$ cat src/rtl/mem_arbiter.sv
`default_nettype none
// ============================================================================
// Module   : mem_arbiter
// Purpose  : Round-robin share of one line-based memory port between the
//            icache refill path and the dcache refill/writeback path.
// Revision : 1.0  initial release
// ============================================================================
module mem_arbiter #(
    parameter int ADDR_W = 32,
    parameter int DATA_W = 128,
    parameter int BEATS  = 4
) (
    input  logic              clk,
    input  logic              reset,
    input  logic              ic_req_valid,
    input  logic [ADDR_W-1:0] ic_req_addr,
    output logic              ic_req_ready,
    output logic              ic_resp_valid,
    input  logic              dc_req_valid,
    input  logic              dc_req_rw,
    input  logic [ADDR_W-1:0] dc_req_addr,
    output logic              dc_req_ready,
    input  logic [DATA_W-1:0] dc_wdata,
    input  logic              dc_wdata_valid,
    output logic              dc_wdata_ready,
    output logic              dc_resp_valid,
    output logic [DATA_W-1:0] resp_data,
    output logic              resp_last,
    output logic              mem_req_valid,
    input  logic              mem_req_ready,
    output logic              mem_req_rw,
    output logic [ADDR_W-1:0] mem_req_addr,
    output logic [DATA_W-1:0] mem_wdata,
    output logic              mem_wdata_valid,
    input  logic              mem_wdata_ready,
    input  logic              mem_resp_valid,
    input  logic [DATA_W-1:0] mem_resp_data,
    output logic              err
);

    localparam int c_cnt_w = (BEATS > 1) ? $clog2(BEATS) : 1;
    localparam logic [c_cnt_w-1:0] c_last_beat = c_cnt_w'(BEATS - 1);

    typedef enum logic [1:0] {
        S_IDLE  = 2'd0,
        S_ADDR  = 2'd1,
        S_WDATA = 2'd2,
        S_RDATA = 2'd3
    } state_t;

    state_t              r_state;
    state_t              w_state_next;
    logic                r_owner;       // 1 = dcache owns the transaction
    logic                r_rw;
    logic                r_last_grant;  // 1 = dcache was granted last
    logic                r_err;
    logic [ADDR_W-1:0]   r_addr;
    logic [c_cnt_w-1:0]  r_cnt;

    logic w_ic_win;
    logic w_dc_win;
    logic w_accept;
    logic w_beat;

    // On a tie the side that was not granted last time wins.
    assign w_ic_win = ic_req_valid && (!dc_req_valid || r_last_grant);
    assign w_dc_win = dc_req_valid && (!ic_req_valid || !r_last_grant);
    assign w_accept = (r_state == S_IDLE) && (w_ic_win || w_dc_win);

    always_comb begin
        w_state_next    = r_state;
        ic_req_ready    = 1'b0;
        dc_req_ready    = 1'b0;
        ic_resp_valid   = 1'b0;
        dc_resp_valid   = 1'b0;
        resp_last       = 1'b0;
        mem_req_valid   = 1'b0;
        mem_wdata_valid = 1'b0;
        dc_wdata_ready  = 1'b0;
        w_beat          = 1'b0;
        case (r_state)
            S_IDLE: begin
                ic_req_ready = w_ic_win;
                dc_req_ready = w_dc_win;
                if (w_accept)
                    w_state_next = S_ADDR;
            end
            S_ADDR: begin
                mem_req_valid = 1'b1;
                if (mem_req_ready)
                    w_state_next = r_rw ? S_WDATA : S_RDATA;
            end
            S_WDATA: begin
                mem_wdata_valid = dc_wdata_valid;
                dc_wdata_ready  = mem_wdata_ready;
                w_beat          = dc_wdata_valid && mem_wdata_ready;
                if (w_beat && (r_cnt == c_last_beat)) begin
                    dc_resp_valid = 1'b1;
                    resp_last     = 1'b1;
                    w_state_next  = S_IDLE;
                end
            end
            S_RDATA: begin
                if (mem_resp_valid) begin
                    w_beat        = 1'b1;
                    ic_resp_valid = !r_owner;
                    dc_resp_valid = r_owner;
                    if (r_cnt == c_last_beat) begin
                        resp_last    = 1'b1;
                        w_state_next = S_IDLE;
                    end
                end
            end
            default: w_state_next = S_IDLE;
        endcase
    end

    always_ff @(posedge clk) begin
        if (reset) begin
            r_state      <= S_IDLE;
            r_owner      <= 1'b0;
            r_rw         <= 1'b0;
            r_last_grant <= 1'b0;
            r_err        <= 1'b0;
            r_addr       <= '0;
            r_cnt        <= '0;
        end else begin
            r_state <= w_state_next;
            if (w_accept) begin
                r_owner      <= w_dc_win;
                r_last_grant <= w_dc_win;
                r_rw         <= w_dc_win && dc_req_rw;
                r_addr       <= w_dc_win ? dc_req_addr : ic_req_addr;
            end
            // Counter wraps naturally to zero on the final beat.
            if ((r_state == S_ADDR) && mem_req_ready)
                r_cnt <= '0;
            else if (w_beat)
                r_cnt <= r_cnt + c_cnt_w'(1);
            if (mem_resp_valid && (r_state != S_RDATA))
                r_err <= 1'b1;
        end
    end

    assign mem_req_rw   = r_rw;
    assign mem_req_addr = r_addr;
    assign mem_wdata    = dc_wdata;
    assign resp_data    = mem_resp_data;
    assign err          = r_err;

endmodule
`default_nettype wire

$ cat config.mk
export PLATFORM = sky130hd
export DESIGN_NAME = mem_arbiter
export DESIGN_NICKNAME = d
export VERILOG_FILES = /design/src/rtl/mem_arbiter.sv
export SDC_FILE = /design/constraint.sdc
export NUM_CORES = 1
export LEC_CHECK = 0
export CORE_AREA = 2 2 246 248
export DETAILED_ROUTE_END_ITERATION = 16
export DIE_AREA = 0 0 248 250
export HOLD_SLACK_MARGIN = 0.12
export SYNTH_ARGS = -nofsm -noshare
export SYNTH_HDL_FRONTEND = slang
export SYNTH_SLANG_ARGS = --single-unit
$ cat constraint.sdc
create_clock -name clk -period 4.34 [get_ports clk]
set_clock_uncertainty 0.05 [all_clocks]
set_input_delay 1.085 -clock clk [delete_from_list [all_inputs] [get_ports clk]]
set_output_delay 1.085 -clock clk [all_outputs]
set_load 0.005 [all_outputs]
==> results.toml <==
[run_status]
status = "finished clean"

[placed_design]
place_congestion = 0.614
pre_cts_slack_ns = 0.419
port_buffers = 114
dp_hpwl_mm = 18.2

[sta]
whs_ns = 0.431
rsz0062_at_grt = "false"
finalCritPeriodShare = 0.900
maxSlewHeadroom = 0.408
post-route-min-period_ns = 3.91
hold_violations = 0
fin_ws_ns = 0.433
timing.fmax_mhz = 256
finalSetupViolCount = 0
setup-tns-final_ns = 0
slew_violations = 0
tightest_slew_ns = 0.888

[die]
start_util = 0.0670
io_pins = 627
chipWidth_um = 248
core_area_mm2 = 0.0596
num_rows = 90
die_height_um = 250
die-area_mm2 = 0.0620

[cts]
numCtsBuffers = 5
cts_sinks = 39
cts.path.max_buffers = 2
cts_tree = "built"
cts_setup_buffers = 0
insertion_delay_ns = 0.32
root_buffer = "clkbuf_16"
ctsHoldBuffers = 0
htreeDepth = 2
clkTransAtPathRegs_ns = 0.07
cts_resized = 0

[synth]
netlist_instances = 492
synth_seq_cells = 39
syn_nets = 822
avgSynthCellArea_um2 = 8.12
ys_warn_count = 0
syn_area_mm2 = 0.00399
synth.distinct_cells = 33
synth_seq_area_share = 0.195

[detailed_routing]
routed_wl_mm = 22.8
drtPass1Iterations = 4
vias = 2759
vias_per_cell = 2.46
drtAntennaViolNets = 0
wl_per_cell_um = 20.3
drt-initial-drc-count = 111
drcViolationCount = 0

[global_route]
gr-total-overflow = 0
grtUsageTotal = 0.0715
grt_pass1_wl_mm = 28.1
antenna_found_initial = 2
grt_pass1_vias = 2887
grt_max_degree = 34

[power]
fin_total_pwr_uw = 1290
power.leakage_uw = 0.00119
p_switching_uw = 465
internal_power_uw = 824
power.density_mw_per_mm2 = 303
pwr-share-seq = 0.339
peakVddDrop_v = 0.000127
netSwitchingFraction = 0.361
pwr-share-comb = 0.318
p_clk_frac = 0.343

[cells_and_area]
area_growth_syn_to_layout_pct = 6.49
utilization = 0.0714
multi_input_area_mm2 = 0.00116
final_nets = 669
num_antenna_cells = 0
regArea_um2 = 781
fillers = 6961
drive_above_1_share = 0.153

[critical_path]
crit_required_ns = 3.20
reg2reg_slack_ns = 2.29
path_max_fanout = 4
startpoint = "ic_req_valid"
cp.arrival_ns = 2.77
endpoint_kind = "output pin"
crit_type = "in2out"
start_kind = "primary input"
rr_startpoint = "r_state[0]$_SDFFE_PP0P_"

[run]
cap_violations = 0

[worst_hold_path]
worstHoldPathType = "reg2reg"
hp-start = "r_cnt[1]$_SDFFE_PP0P_"
## per-stage QoR
stage,instances,area [µm²]
6_report,1122,4250
5_1_grt,1122,4250
4_1_cts,1122,4250
3_5_place_dp,1114,4110
3_3_place_gp,1114,4110
2_1_floorplan,492,3990
## final timing paths
path	endpoint	depth (start not counted)
worst max-delay path	ic_req_ready	4
worst min-delay path	r_cnt[1]$_SDFFE_PP0P_	2
worst max register to register	mem_req_addr[28]$_SDFFE_PP0P_	3
worst min register to register	r_cnt[1]$_SDFFE_PP0P_	2
## cell usage in the layout, fill, tap and decap left out, types with 3 or more instances in the layout
cell type and n:
a21oi_1 36, a311oi_1 4, a311oi_2 29, buf_4 6, clkbuf_16 5, clkdlybuf4s50_1 113
dfxtp_1 39, nand2_1 66, nand3_1 6, nor2_1 4, nor2b_1 3
## Yosys cell counts (all sizes together)
master,instances,area share
a21bo,2,0.0050
a21boi,2,0.0047
a21o,1,0.0019
a21oi,36,0.045
a22oi,2,0.0038
a311oi,33,0.12
a31o,1,0.0022
and2,3,0.0053
buf,268,0.50
clkbuf,12,0.011
dfxtp,39,0.20
ha,1,0.0031
inv,1,0.00094
nand2,66,0.062
nand2b,1,0.0016
nand3,6,0.0075
nand3b,1,0.0019
nand4b,2,0.0044
nor2,5,0.0053
nor2b,3,0.0047
nor3,1,0.0013
nor3b,1,0.0019
o211ai,1,0.0019
o21a,1,0.0019
o21ai,1,0.0013
or2,1,0.0016
or3b,1,0.0022
## sequential cells by signal, summed over array words and instances, names as in the netlist
name	flops
err	1
mem_req_addr	32
mem_req_rw	1
r_cnt	2
r_last_grant	1
r_state	2
## power groups by stage
stage	registers (µW)	clock network, µW	logic, µW
2_1_floorplan	438	0	378
3_3_place_gp	444	0	410
3_5_place_dp	445	0	418
4_1_cts	438	489	419
5_1_grt	443	488	443
6_report	437	442	409
## worst max-delay path: stages
cell	delay [ns]
clkdlybuf4s50_1	0.57
or3b_2	0.48
nor2_1	0.13
clkdlybuf4s50_1	0.51
## cells by family after synthesis
group / Yosys count / share of synthesized area
DFF: 39 / 0.195
AOI/OAI and AO/OA: 80 / 0.185
buffers and inverters: 281 / 0.516
adders and majority gates: 1 / 0.00313
and+or+nand+nor: 91 / 0.0996
## area by class of cell
cell class,count,share of cell area
Inverter,1,0.000883
Clock inverter,3,0.00471
Clock buffer,5,0.0294
Sequential cell,39,0.184
Multi-Input combinational cell,172,0.274
Tap cell,782,0.230
Timing Repair Buffer,120,0.278
## layer usage
metal	GRT usage	share of wire	up-vias
li1	-	-	1060
met1	0.0599	0.29	1198
met2	0.104	0.43	373
met3	0.0712	0.22	126
met4	0.0472	0.059	2
met5	0.00318	0.00057	-
Power figures use the tool's default switching activity.
